===== config.mk =====
export PLATFORM = sky130hd
export DESIGN_NAME = bip_core_param
export DESIGN_NICKNAME = d
export VERILOG_FILES = /design/src/rtl/bip_core_param.sv
export SDC_FILE = /design/constraint.sdc
export NUM_CORES = 1
export LEC_CHECK = 0
export ABC_AREA = 1
export BUFFER_PORTS_ARGS = -buffer_cell sky130_fd_sc_hd__buf_4
export CAP_MARGIN = 5
export CORE_MARGIN = 4
export CORE_UTILIZATION = 56
export CTS_CLUSTER_SIZE = 20
export DETAILED_ROUTE_END_ITERATION = 6
export GPL_TIMING_DRIVEN = 0
export PLACE_DENSITY_LB_ADDON = 0.12
export SYNTH_ARGS = -nofsm -noshare
export SYNTH_HDL_FRONTEND = slang
export SYNTH_SLANG_ARGS = --single-unit

===== constraint.sdc =====
create_clock -name clk -period 2.44 [get_ports clk]
set_input_delay 0.244 -clock clk [delete_from_list [all_inputs] [get_ports clk]]
set_output_delay 0.244 -clock clk [all_outputs]
set_load 0.005 [all_outputs]

===== src/rtl/bip_core_param.sv =====
// Parametrised BIP-I accumulator core with JMP/BZ extensions.
// Fetches from a combinational instruction ROM; memory operands use a req/ack handshake that can stall.
module bip_core_param #(
    parameter int unsigned DATA_W = 16,
    parameter int unsigned ADDR_W = 11,
    parameter int unsigned OPC_W  = 5,
    parameter int unsigned CNT_W  = 32
) (
    input  logic                      clk,
    input  logic                      reset,
    output logic [ADDR_W-1:0]         pc,
    input  logic [OPC_W+ADDR_W-1:0]   imem_data,
    output logic                      dmem_req,
    output logic                      dmem_we,
    output logic [ADDR_W-1:0]         dmem_addr,
    output logic [DATA_W-1:0]         dmem_wdata,
    input  logic [DATA_W-1:0]         dmem_rdata,
    input  logic                      dmem_ack,
    output logic [DATA_W-1:0]         acc,
    output logic                      halted,
    output logic [CNT_W-1:0]          cycle_count
);

    localparam int unsigned INSTR_W = OPC_W + ADDR_W;

    localparam logic [OPC_W-1:0] OP_HLT  = OPC_W'(0);
    localparam logic [OPC_W-1:0] OP_STO  = OPC_W'(1);
    localparam logic [OPC_W-1:0] OP_LD   = OPC_W'(2);
    localparam logic [OPC_W-1:0] OP_LDI  = OPC_W'(3);
    localparam logic [OPC_W-1:0] OP_ADD  = OPC_W'(4);
    localparam logic [OPC_W-1:0] OP_ADDI = OPC_W'(5);
    localparam logic [OPC_W-1:0] OP_SUB  = OPC_W'(6);
    localparam logic [OPC_W-1:0] OP_SUBI = OPC_W'(7);
    localparam logic [OPC_W-1:0] OP_JMP  = OPC_W'(8);
    localparam logic [OPC_W-1:0] OP_BZ   = OPC_W'(9);

    typedef enum logic [1:0] {
        ST_BOOT = 2'd0,
        ST_RUN  = 2'd1,
        ST_HALT = 2'd2
    } state_t;

    state_t              state_q, state_d;
    logic [ADDR_W-1:0]   pc_q, pc_d;
    logic [DATA_W-1:0]   acc_q, acc_d;
    logic [CNT_W-1:0]    cnt_q, cnt_d;
    logic                halted_q, halted_d;

    logic [OPC_W-1:0]    opc;
    logic [ADDR_W-1:0]   operand;
    logic [DATA_W-1:0]   imm_sext;
    logic [ADDR_W-1:0]   pc_inc;
    logic                is_mem_op;

    assign opc      = imem_data[INSTR_W-1 -: OPC_W];
    assign operand  = imem_data[ADDR_W-1:0];
    assign imm_sext = DATA_W'($signed(operand));
    assign pc_inc   = pc_q + ADDR_W'(1);

    assign is_mem_op = (opc == OP_STO) || (opc == OP_LD) ||
                       (opc == OP_ADD) || (opc == OP_SUB);

    // State register
    always_ff @(posedge clk or negedge reset) begin
        if (!reset) begin
            state_q <= ST_BOOT;
        end else begin
            state_q <= state_d;
        end
    end

    // Next-state logic
    always_comb begin
        state_d = state_q;
        unique case (state_q)
            ST_BOOT: state_d = ST_RUN;
            ST_RUN:  if (opc == OP_HLT) state_d = ST_HALT;
            ST_HALT: state_d = ST_HALT;
            default: state_d = ST_BOOT;
        endcase
    end

    // Execute / output logic; a memory op without ack holds every register except the cycle counter
    always_comb begin
        pc_d      = pc_q;
        acc_d     = acc_q;
        cnt_d     = cnt_q;
        halted_d  = halted_q;
        dmem_req  = 1'b0;
        dmem_we   = 1'b0;
        if (state_q == ST_RUN) begin
            if (cnt_q != {CNT_W{1'b1}}) cnt_d = cnt_q + CNT_W'(1);
            dmem_req = is_mem_op;
            dmem_we  = (opc == OP_STO);
            unique case (opc)
                OP_HLT:  halted_d = 1'b1;
                OP_STO:  if (dmem_ack) pc_d = pc_inc;
                OP_LD:   if (dmem_ack) begin acc_d = dmem_rdata;         pc_d = pc_inc; end
                OP_ADD:  if (dmem_ack) begin acc_d = acc_q + dmem_rdata; pc_d = pc_inc; end
                OP_SUB:  if (dmem_ack) begin acc_d = acc_q - dmem_rdata; pc_d = pc_inc; end
                OP_LDI:  begin acc_d = imm_sext;         pc_d = pc_inc; end
                OP_ADDI: begin acc_d = acc_q + imm_sext; pc_d = pc_inc; end
                OP_SUBI: begin acc_d = acc_q - imm_sext; pc_d = pc_inc; end
                OP_JMP:  pc_d = operand;
                OP_BZ:   pc_d = (acc_q == '0) ? operand : pc_inc;
                default: pc_d = pc_inc;
            endcase
        end
    end

    // Datapath registers
    always_ff @(posedge clk or negedge reset) begin
        if (!reset) begin
            pc_q     <= '0;
            acc_q    <= '0;
            cnt_q    <= '0;
            halted_q <= 1'b0;
        end else begin
            pc_q     <= pc_d;
            acc_q    <= acc_d;
            cnt_q    <= cnt_d;
            halted_q <= halted_d;
        end
    end

    assign pc          = pc_q;
    assign acc         = acc_q;
    assign cycle_count = cnt_q;
    assign halted      = halted_q;
    assign dmem_addr   = operand;
    assign dmem_wdata  = acc_q;

endmodule


======== Yosys cells after proc, flatten, opt, wreduce, memory -nomap -nowiden ========
Index checks and enable logic that the tools add are counted.
word-level totals
  register bits after elaboration ......... 62
  bits of input ports ..................... 35
  word-level logic and storage cells ...... 52
cells by class
  equal/unequal tests ..................... 17
  bitwise gates (word level) .............. 1
  $add $sub $neg .......................... 6
  reductions and logical operators ........ 12
  mux-type cells .......................... 11
operators by type and width
  kind                   count
  $pmux 16 s6            1
  $mux 16                3
  $pmux 11 s4            1
  $add 16x16->16         2
  $add 32x1->32 const B  1
  $ne 32x32->1 const B   1
  $sub 16x16->16         2
  $mux 11                2
  $eq 5x3->1 const B     4
  $logic_not 16->1       1
  $add 11x1->11 const B  1
  $eq 5x2->1 const B     2
  $eq 5x4->1 const B     2
  $ne 2x2->1 const B     4
  $pmux 2 s3             1
  $reduce_bool 6->1      1
  $eq 5x1->1 const B     1
  $logic_not 5->1        1
  $reduce_and 5->1       1
  $reduce_and 2->1       2
  $reduce_or 4->1        1
  $logic_or 1x1->1       3
  $reduce_and 3->1       1
  $eq 2x1->1 const B     1
  6 further kinds        7

======== Logic depth before layout (Yosys ltp) ========
Gate-level depths: netlist (run 1).
  depth in word-level cells ............... 5
  depth in mapped cells ................... 20
  mapped depth without buffers ............ 20

======== Worst setup path after synthesis (run 1) ========
OpenSTA, ideal clock, no wires.
  path type ............................... input to register
  start ................................... input dmem_rdata[0]
  end ..................................... register acc_q[13], in the netlist acc[13]
  library setup time ...................... 123 ps
  path slack .............................. -81 ps
  required time ........................... 2317 ps
  stages .................................. 17
  path buffers ............................ 0
  arrival ................................. 2398 ps
  cell sequence ........................... inv_1 -> ha_1 -> nand2_1 -> nor2_1 -> nand2_1 -> nor4_4 -> nand3_1 -> nand2_1 -> o21ai_0 -> ha_1 -> a21oi_1 -> o21ai_0 -> a21oi_1 -> nand2_1 -> or2_2 -> nand3_1 -> a21oi_1
between the ends
  word-level cells in the longest chain between the ends .. 3
  elaborated cells on any way between the ends .. 5
RTL lines
  what                                                     RTL line  text
  from (decl)                                              17        input logic [DATA_W-1:0] dmem_rdata,
  $sub 16x16->16 / $add 16x16->16 (equally long branches)  100, 99
  $mux 16, on equally long branches                        100, 99
  $pmux 16 s6 (*)                                          95        unique case (opc)
  to (signal assigned)                                     115       acc_q <= '0;
  to (signal assigned)                                     120       acc_q <= acc_d;
  to (decl)                                                45        logic [DATA_W-1:0] acc_q, acc_d;
Every way passes the cells marked *; elsewhere a longest branch is shown, timed or not. The select of a mux whose other input is x is not followed.
A chain may end at the register's enable or synchronous reset.

======== Worst setup path after layout (run 1) ========
  start ................................... input dmem_rdata[0]
  end ..................................... register acc_q[15], in the netlist acc[15]
Same word-level chain as after synthesis.

==> results of run 1 <==
==> cell usage after synthesis, drive strengths merged, types with 2 or more instances <==
library cell / instances / area [um2]
a21o: 4 / 30.03
a21oi: 56 / 287.8
a22oi: 7 / 52.55
a31o: 2 / 17.52
a31oi: 16 / 100.1
buf: 38 / 286.5
clkbuf: 2 / 7.510
dfrtp: 62 / 1551
ha: 21 / 262.8
inv: 90 / 340.3
nand2: 161 / 631.9
nand3: 52 / 270.3
nand3b: 2 / 15.01
nand4: 18 / 118.9
nor2: 113 / 464.2
nor3: 16 / 112.6
nor4: 6 / 67.56
o211ai: 3 / 22.52
o21ai: 55 / 279.0
o21bai: 2 / 15.01
o221ai: 5 / 43.79
o22ai: 6 / 37.54
o31ai: 2 / 15.01
or2: 5 / 31.28
xnor2: 12 / 105.1
xor2: 21 / 183.9
==> registers in the layout, summed over array words and instances, names as in the netlist <==
signal / cells
cycle_count: 32
pc: 11
state_q: 2
halted: 1
acc: 16
==> per-layer routing <==
layer / wire, um / track usage [%] / vias to the layer above
met4: 503 / 9.406 / 0
met2: 8066 / 49.46 / 395
met1: 7530 / 42.84 / 2867
li1: - / - / 2933
met3: 1872 / 4.189 / 64
met5: 0 / 0 / -
==> per-stage QoR <==
stage                     setup WS (ns)  area, um2  cells  hold WS [ns]
after floorplan                 0.01122       5484    785      -0.05159
after global placement          -0.6653       6569   1037        0.3802
after detailed placement        -0.7138       6569   1037        0.3916
after CTS                      0.002762       6870   1060       0.01282
after global routing            -0.2121       7306   1080       0.04424
final                          -0.04483       7306   1080      -0.02059
==> final cells by class <==
class | count | share of cell area, %
Timing Repair Buffer | 150 | 15.67
Inverter | 90 | 4.949
Sequential cell | 62 | 21.24
Multi-Input combinational cell | 593 | 48.90
Buffer | 40 | 4.299
Clock inverter | 4 | 0.7536
Tap cell | 129 | 2.209
Clock buffer | 12 | 1.987
==> worst max-delay path, cell delays in order <==
cell and delay, ns:
buf_8 0.10, inv_6 0.05, ha_4 0.14, nand2_4 0.05, nor2_4 0.14, nand2_2 0.10
nor4_4 0.37, nand3_1 0.14, o21ai_2 0.17, o21ai_2 0.08, ha_1 0.34, nand2_1 0.08
nor2_1 0.13, nor3b_2 0.17, nand2_1 0.08, nand2_2 0.07, inv_2 0.04, nand3_2 0.05
nand3_2 0.07, a21oi_2 0.14
==> power by group through the flow <==
stage	Sequential, mW	Clock, mW	Combinational, mW
2_1_floorplan	1.66	0	1.90
3_3_place_gp	1.71	0	3.00
3_5_place_dp	1.73	0	3.08
4_1_cts	1.71	0.965	3.23
5_1_grt	1.78	1.01	3.93
6_report	1.73	0.962	3.58
==> path summary, 6_finish.rpt <==
kind                                         start                   to  depth (start not counted)
worst max-delay path                 dmem_rdata[0]  acc[15]$_DFFE_PN0P_                         20
worst min-delay path                         reset    pc[2]$_DFFE_PN0P_                          1
worst max register to register  acc[0]$_DFFE_PN0P_   acc[6]$_DFFE_PN0P_                         13
worst min register to register  halted$_DFFE_PN0P_   halted$_DFFE_PN0P_                          1
max in group asynchronous                    reset  acc[11]$_DFFE_PN0P_                          1
min in group clk                     dmem_rdata[0]   acc[0]$_DFFE_PN0P_                          3
==> cell families (layout without fill, tap and decap cells) <==
logic type	count (synthesis)	after routing	share of synthesized area [%]
adders and majority gates	22	22	5.212
and+or+nand+nor	375	375	31.80
AOI/OAI and AO/OA	163	163	17.37
xor gates and xnor gates	33	33	5.328
DFF	62	62	28.60
buffers and inverters	130	296	11.69
==> what timing repair did <==
item / 4_1_cts / 5_1_grt
hold endpoints to repair: 0 / 0
resized for setup: 21 / 83
setup endpoints to repair: 12 / 12
setup buffers: 7 / 20
pin swaps: 13 / 36
hold buffers: 0 / 0
==> impl_metrics.csv, run 1 <==
group,metric,value,unit
run_status,status,"finished with violations",
run_status,violations,"negative hold slack, negative setup slack",
route,drtPass1Iterations,6,
route,vias_per_cell,5.795,
sta,max_freq,402.4,MHz
synthesis,yosysWarnings,0,
global_route,grtUsageTotal,30.67,%
sta,drv_slew,0,
sta,period_share,101.8,%
sta,setup_viol,3,
global_route,grt_max_degree,63,
power,clkPwrFrac,15.3,%
power,leakage,3.448,nW
finish,layout-drive-gt1-share,33.44,%
critical_path,end_kind,"flip-flop",
finish,fillerInstances,686,
synthesis,synthCells,785,
floorplanning,core_area,9328,um2
sta,finalCriticalPeriod,2.485,ns
power,vdd_drop_max,0.0006834,V
finish,register_area,1551,um2
sta,finalSetupTns,-0.08501,ns
critical_path,worstPathMaxFanout,5,
power,power_density,857.6,nW/um2
floorplanning,io_pins,124,
clocking,clock_path_buffers,2,
floorplanning,dieArea,11330,um2
placed_design,place.gp.congestion,0.9495,
job,max_cap_viol_count,0,
finish,n_antenna_cell,0,
route,drc,0,
clocking,cts_buffers,9,
synthesis,syn-num-nets,842,
global_route,gr-total-overflow,0,
sta,fin_skew,0.009986,ns
placed_design,hpwl,13.32,mm
clocking,cts.sinks,62,
critical_path,cp.arrival,2.77,ns
critical_path,cp.required,2.73,ns
synthesis,ys_seq_elements,62,
power,switchingPower,2.683,mW
sta,rsz0062_at_grt,"yes",
power,intPower,3.582,mW
route,vias,6259,
route,wl_per_cell,16.64,um
finish,final_cell_mix,"buf_4, nand2_1, nor2_1",
global_route,antenna_found_initial,0,
floorplanning,fp.dieW,106.4,um
global_route,grt_pass1_wl,28.11,mm
clocking,cts_tree,"built",
synthesis,synth_area_per_cell,6.911,um2
route,ant_nets,0,
critical_path,start_kind,"primary input",
finish,multi_input_area,3572,um2
synthesis,synth.distinct_cells,50,
power,p_seq_share,27.6,%
power,total_power,6.265,mW
synthesis,ys_seq_area_share,28.60,%
finish,final_nets,1003,
finish,final_util,78.32,%
synthesis,synth_edf_count,0,
route,drt-total-wl,17.97,mm
synthesis,synth_area,5425,um2
clocking,cts-root-buf,"clkbuf_8",
global_route,grt_pass1_vias,5789,
sta,hold_violations,10,
floorplanning,rows,35,
critical_path,critPathKind,"in2reg",
floorplanning,fp.dieH,106.4,um
sta,relSlewSlack,45.03,%
power,p_comb_share,57.1,%
route,drt_iter0_drc,673,
sta,fin_hold_ws,-0.02059,ns
synthesis,ys_async_sr_fraction,100.0,%
synthesis,synth_top_flop_cell,"dfrtp_1",
clocking,htreeDepth,3,
critical_path,rrSetupSlack,0.16,ns
power,swShare,42.83,%
sta,fin_ws,-0.04483,ns
placed_design,io_buffers,123,
floorplanning,initial_core_util,58.16,%
sta,worst_slew_pin_slew,0.8246,ns
worst_hold_path,hold_class,"in2async",
finish,syn2layout_area_growth,34.66,%
finish,final_common_cell,"buf_4",
clocking,clock_latency,0.35,ns
clocking,clk_pin_slew_worst_paths,0.08,ns
Power figures use the tool's default switching activity.
==> run 2, diff against run 1 <==
--- a/config.mk
+++ b/config.mk
@@ -6,7 +6,7 @@
 export NUM_CORES = 1
 export LEC_CHECK = 0
 export ABC_AREA = 1
-export BUFFER_PORTS_ARGS = -buffer_cell sky130_fd_sc_hd__buf_4
+export BUFFER_PORTS_ARGS = -buffer_cell sky130_fd_sc_hd__buf_2
 export CAP_MARGIN = 5
 export CORE_MARGIN = 4
 export CORE_UTILIZATION = 56
==> run 2 against run 1 <==
Net effect:
- the flow finishes with violations (negative hold slack)
- global-route usage shrank 0.20 points
- flip-flop and latch count unchanged
- final cell count about the same
- combinational power decreased by 6%
- sequential share of layout area rose by 0.79 points
- clock power rose by 14%
- clock skew increased by 0.0014 ns
- critical path type unchanged
==> impl_metrics.csv, run 2 (synthesis gave the netlist of run 1 again) <==
group,metric,value,unit
floorplanning,fp.dieW,106.4,um
global_route,grt_max_degree,63,
critical_path,cp.arrival,2.66,ns
clocking,clock_latency,0.35,ns
critical_path,critical_path.max_stage_delay,0.25,ns
finish,postLayoutCellArea,7044,um2
finish,n_antenna_cell,0,
sta,drv_slew,0,
floorplanning,fp.dieH,106.4,um
finish,layout-drive-gt1-share,33.47,%
floorplanning,core_area,9328,um2
floorplanning,rows,35,
route,vias_per_cell,5.744,
critical_path,endpoint,"acc[13]$_DFFE_PN0P_",
critical_path,r2r_cells,15,
sta,worst_slew_pin_slew,0.8319,ns
route,vias,6198,
critical_path,rrSetupSlack,0.29,ns
job,max_cap_viol_count,0,
sta,setup_viol,0,
clocking,cts_buffers,9,
power,vdd_drop_max,0.0006991,V
placed_design,postPlaceCellArea,6264,um2
sta,fin_hold_ws,-0.03441,ns
route,ant_nets,0,
placed_design,place.gp.congestion,0.9038,
sta,relSlewSlack,44.54,%
route,wl_per_cell,16.57,um
sta,finalCriticalPeriod,2.434,ns
finish,final_cell_mix,"nand2_1, buf_2, nor2_1",
global_route,grt_pass1_vias,5704,
finish,fillerInstances,747,
finish,syn2layout_area_growth,29.84,%
power,power_density,881.4,nW/um2
critical_path,worstPathMaxFanout,6,
critical_path,cp.required,2.67,ns
finish,largest_reg_flops,32,
clocking,cts_tree,"built",
sta,finalSetupTns,0,ns
route,drc,0,
finish,final_common_cell,"nand2_1",
sta,fin_skew,0.01142,ns
clocking,htreeDepth,3,
finish,final_nets,1002,
run_status,violations,"negative hold slack",
sta,max_freq,410.9,MHz
placed_design,hpwl,13.05,mm
critical_path,start_kind,"primary input",
global_route,antenna_found_initial,0,
floorplanning,dieArea,11330,um2
critical_path,cp_top_family,"compound AO/OA/AOI/OAI gates",
critical_path,end_kind,"flip-flop",
placed_design,place_inst,1037,
sta,rsz0062_at_grt,"yes",
clocking,clk_pin_slew_worst_paths,0.08,ns
critical_path,path_depth,17,
route,drtPass1Iterations,5,
sta,period_share,99.75,%
critical_path,crit_chain,"buf_2 -> inv_2 -> ha_2 -> nand3_2 -> nor2_4 -> inv_1 -> o21ai_0 -> nand3_1 -> a31o_2 -> ha_4 -> a21oi_2 -> o21ai_1 -> a21oi_1 -> nand2_1 -> or2_4 -> nand3_2 -> a21oi_1",
critical_path,path_buf_inv,3,
worst_hold_path,hold_class,"in2async",
clocking,clock_path_buffers,2,
route,drt-total-wl,17.88,mm
critical_path,timing.rr.end,"acc[14]$_DFFE_PN0P_",
power,leakage,3.388,nW
finish,fin_cells,1079,
critical_path,startpoint,"imem_data[1]",
floorplanning,io_pins,124,
global_route,grtUsageTotal,30.48,%
sta,hold_violations,18,
clocking,cts.sinks,62,
global_route,gr-total-overflow,0,
critical_path,critPathKind,"in2reg",
clocking,cts-root-buf,"clkbuf_8",
placed_design,io_buffers,123,
floorplanning,initial_core_util,58.16,%
power,total_power,6.209,mW
run_status,status,"finished with violations",
critical_path,crit-reg2reg-launch,"acc[0]$_DFFE_PN0P_",
route,drt_iter0_drc,464,
critical_path,cp_slowest_cell,"a21oi_2",
global_route,grt_pass1_wl,27.95,mm
## run 2: cell count changes in the layout (fill, tap and decap cells not counted), sizes merged
cell    delta
clkbuf     -3
inv        +2
bufinv     +1
clkinv     -1
## run 2: worst min path at each step
stage,from,end,slack (ns),cells after the start
floorplan,reset,acc[0]$_DFFE_PN0P_,-0.05,0
global placement,halted$_DFFE_PN0P_,halted$_DFFE_PN0P_,0.45,1
detailed placement,reset,pc[2]$_DFFE_PN0P_,0.40,1
CTS,reset,pc[2]$_DFFE_PN0P_,0.03,1
global route,reset,pc[2]$_DFFE_PN0P_,0.06,1
finish,reset,pc[2]$_DFFE_PN0P_,-0.03,1
## run 2: through the flow
step / worst slack, ns / utilization (%) / hold slack (ns)
after floorplan: 0.01122 / - / -0.05159
after global placement: -0.6876 / 67.12 / 0.4548
after detailed placement: -0.8380 / 67.15 / 0.3976
after CTS: 0.0007636 / 70.76 / 0.02837
after global routing: -0.2270 / 75.52 / 0.06134
final: 0.006021 / 75.52 / -0.03441
## run 2: routing by layer
layer / track usage, % / vias to the layer above / share of wire (%)
met1: 42.43 / 2881 / 43
met2: 47.96 / 340 / 46
li1: - / 2936 / -
met3: 6.072 / 41 / 9.0
met5: 0 / - / 0
met4: 9.132 / 0 / 2.1
## run 2: worst reg2reg max path, cell delays in order (launching register included)
cell	delay (ns)
dfrtp_1	0.41
inv_1	0.12
ha_2	0.23
inv_2	0.05
fa_2	0.35
nand2_1	0.08
nand2_1	0.05
nand2_1	0.08
nand2_2	0.09
inv_2	0.07
o21ai_2	0.08
nand3_1	0.13
nand2_1	0.07
nand2_1	0.06
nand3_1	0.07
a21oi_1	0.15
## run 2: repair_timing
item	CTS	global route
pin swaps	13	22
hold buffers	0	0
buffers inserted	7	18
endpoints found under the hold margin	0	0
setup endpoints to repair	12	11
gates cloned	0	1
resized for setup	25	79
## run 2: layout make-up
type	instances	area (um2)	share of cell area, %
sequential	62	1551	22.02
timing repair buffer	149	845.8	12.01
tap	129	161.4	2.291
clock buffer	10	137.6	1.954
multi-input combinational	593	3597	51.07
inverter	90	350.3	4.973
buffer	40	307.8	4.369
clock inverter	6	92.59	1.314
## run 2: report_power, final
group | internal, mW | switching, mW
clock network | 0.611 | 0.490
logic | 1.56 | 1.81
registers | 1.32 | 0.413
==> run 3, diff against run 2 <==
--- a/config.mk
+++ b/config.mk
@@ -14,6 +14,7 @@
 export DETAILED_ROUTE_END_ITERATION = 6
 export GPL_TIMING_DRIVEN = 0
 export PLACE_DENSITY_LB_ADDON = 0.12
+export SETUP_SLACK_MARGIN = 0.3
 export SYNTH_ARGS = -nofsm -noshare
 export SYNTH_HDL_FRONTEND = slang
 export SYNTH_SLANG_ARGS = --single-unit
==> run 3 against run 2 <==
Net effect:
- power increased by 18%
- worst setup slack better by 0.0075 ns
- utilization is 10 points higher
- sequential share of layout area decreased by 2.6 points
- final cell count up 3.2%
- non-clock buffer count rose by 35
- largest power group unchanged
- the flow still finishes with violations (negative hold slack)
- flip-flop and latch count did not move
- die area unchanged
==> impl_metrics.csv, run 3 (synthesis gave the netlist of run 1 again) <==
group,metric,value,unit
critical_path,timing.rr.end,"acc[8]$_DFFE_PN0P_",
finish,layout-drive-gt1-share,44.26,%
finish,final_common_cell,"nand2_1",
placed_design,place_inst,1037,
clocking,clock_path_buffers,2,
clocking,cts-root-buf,"clkbuf_8",
critical_path,start_kind,"primary input",
sta,finalCriticalPeriod,2.426,ns
sta,rsz0062_at_grt,"yes",
route,drt-total-wl,22.33,mm
floorplanning,io_pins,124,
floorplanning,dieArea,11330,um2
route,drc,0,
finish,fillerInstances,526,
sta,fin_ws,0.01351,ns
finish,syn2layout_area_growth,47.26,%
critical_path,crit_chain,"buf_2 -> inv_2 -> nand3_4 -> nor2_4 -> buf_6 -> nand2_4 -> o211ai_1 -> o221ai_2 -> o21ai_2 -> ha_4 -> a21oi_4 -> o21ai_2 -> a21oi_2 -> nand2_1 -> or2_4 -> nand3_2 -> a21oi_2",
critical_path,critPathKind,"in2reg",
critical_path,cp.arrival,2.67,ns
clocking,clk_pin_slew_worst_paths,0.08,ns
finish,final_cell_mix,"nand2_1, buf_2, nor2_1",
placed_design,place.gp.congestion,0.9097,
global_route,grt_pass1_vias,6284,
floorplanning,core_area,9328,um2
finish,largest_reg_flops,32,
critical_path,cp_slowest_cell,"ha_4",
route,drt_iter0_drc,768,
sta,fin_skew,0.02042,ns
finish,fin_cells,1114,
critical_path,end_kind,"flip-flop",
route,vias,6854,
placed_design,hpwl,12.98,mm
global_route,grt_max_degree,63,
power,power_density,920.8,nW/um2
sta,setup_viol,0,
sta,worst_slew_pin_slew,0.8487,ns
critical_path,r2r_cells,13,
floorplanning,initial_core_util,58.16,%
sta,period_share,99.45,%
sta,finalSetupTns,0,ns
critical_path,critical_path.max_stage_delay,0.26,ns
sta,drv_slew,0,
power,vdd_drop_max,0.0009369,V
job,max_cap_viol_count,0,
global_route,grt_pass1_wl,30.82,mm
clocking,htreeDepth,3,
run_status,status,"finished with violations",
finish,final_nets,1037,
placed_design,io_buffers,123,
placed_design,place_ws,-0.5341,ns
worst_hold_path,hold_class,"in2async",
sta,max_freq,412.1,MHz
clocking,clock_latency,0.37,ns
run_status,violations,"negative hold slack",
sta,relSlewSlack,43.42,%
critical_path,crit-reg2reg-launch,"acc[0]$_DFFE_PN0P_",
floorplanning,fp.dieH,106.4,um
route,ant_nets,0,
route,wl_per_cell,20.05,um
finish,n_antenna_cell,0,
floorplanning,rows,35,
global_route,gr-total-overflow,0,
critical_path,cp.required,2.68,ns
critical_path,worstPathMaxFanout,7,
clocking,cts_tree,"built",
global_route,grtUsageTotal,33.65,%
floorplanning,fp.dieW,106.4,um
clocking,cts.sinks,62,
sta,hold_violations,13,
route,drtPass1Iterations,6,
power,leakage,3.701,nW
global_route,antenna_found_initial,0,
route,vias_per_cell,6.153,
critical_path,rrSetupSlack,0.12,ns
clocking,cts_buffers,9,
sta,fin_hold_ws,-0.01424,ns
-- run 3: changes by cell type in the layout (fill, tap and decap cells not counted), sizes merged --
cell,before,now
clkinv,0,3
inv,92,90
buf,189,222
clkbuf,10,12
clkinvlp,2,1
-- run 3: critical path: cells and delay by family --
| family | cells | cell delay (ns) |
|---|---|---|
| AO/OA/AOI/OAI | 7 | 1.07 |
| adder cells (fa/ha/maj) | 1 | 0.26 |
| buffers and inverters | 3 | 0.40 |
| AND/OR/NAND/NOR | 6 | 0.70 |
-- run 3: power by group --
part	switching [mW]	total [mW]	internal (mW)
sequential	0.454	1.77	1.32
clock	0.457	1.03	0.573
combinational	2.46	4.56	2.10
total	3.37	7.36	3.99
-- run 3: area by class of cell --
| class | count | area [um2] | area share (%) |
|---|---|---|---|
| Inverter | 90 | 385.4 | 4.824 |
| Clock buffer | 10 | 127.6 | 1.597 |
| Sequential cell | 62 | 1551 | 19.42 |
| Timing Repair Buffer | 184 | 1210 | 15.14 |
| Tap cell | 129 | 161.4 | 2.020 |
| Clock inverter | 6 | 86.33 | 1.081 |
| Buffer | 40 | 321.6 | 4.025 |
| Multi-Input combinational cell | 593 | 4145 | 51.89 |
-- run 3: what timing repair did --
item / 4_1_cts / 5_1_grt
pin swaps: 59 / 77
cloned: 1 / 0
gates resized for setup: 86 / 128
setup endpoints to repair: 12 / 14
hold buffers: 0 / 0
buffers inserted: 38 / 22
-- run 3: worst max-delay path by stage --
stage                        startpoint             endpoint  cells after the start  slack (ns)
after floorplan           dmem_rdata[1]  acc[15]$_DFFE_PN0P_                     19        0.05
after global placement    imem_data[11]   acc[9]$_DFFE_PN0P_                     17       -0.48
after detailed placement  imem_data[11]   acc[9]$_DFFE_PN0P_                     17       -0.53
after CTS                 imem_data[14]   acc[8]$_DFFE_PN0P_                     18        0.16
after global routing       imem_data[3]  acc[11]$_DFFE_PN0P_                     20       -0.09
final                      imem_data[3]  acc[13]$_DFFE_PN0P_                     17        0.01
-- run 3: per-layer routing --
metal	share of wire [%]	track usage (%)	up-vias
met3	11	5.282	156
li1	-	-	3000
met1	38	44.34	3192
met4	5.7	15.25	0
met2	46	54.48	506
met5	0	0	-
-- run 3: stage by stage --
stage	area, um2	util, %	power, mW
floorplan	5654	-	3.713
global placement	6431	68.95	4.601
detailed placement	6434	68.97	4.700
CTS	7258	77.81	6.209
global route	7989	85.65	7.737
finish	7989	85.65	7.356
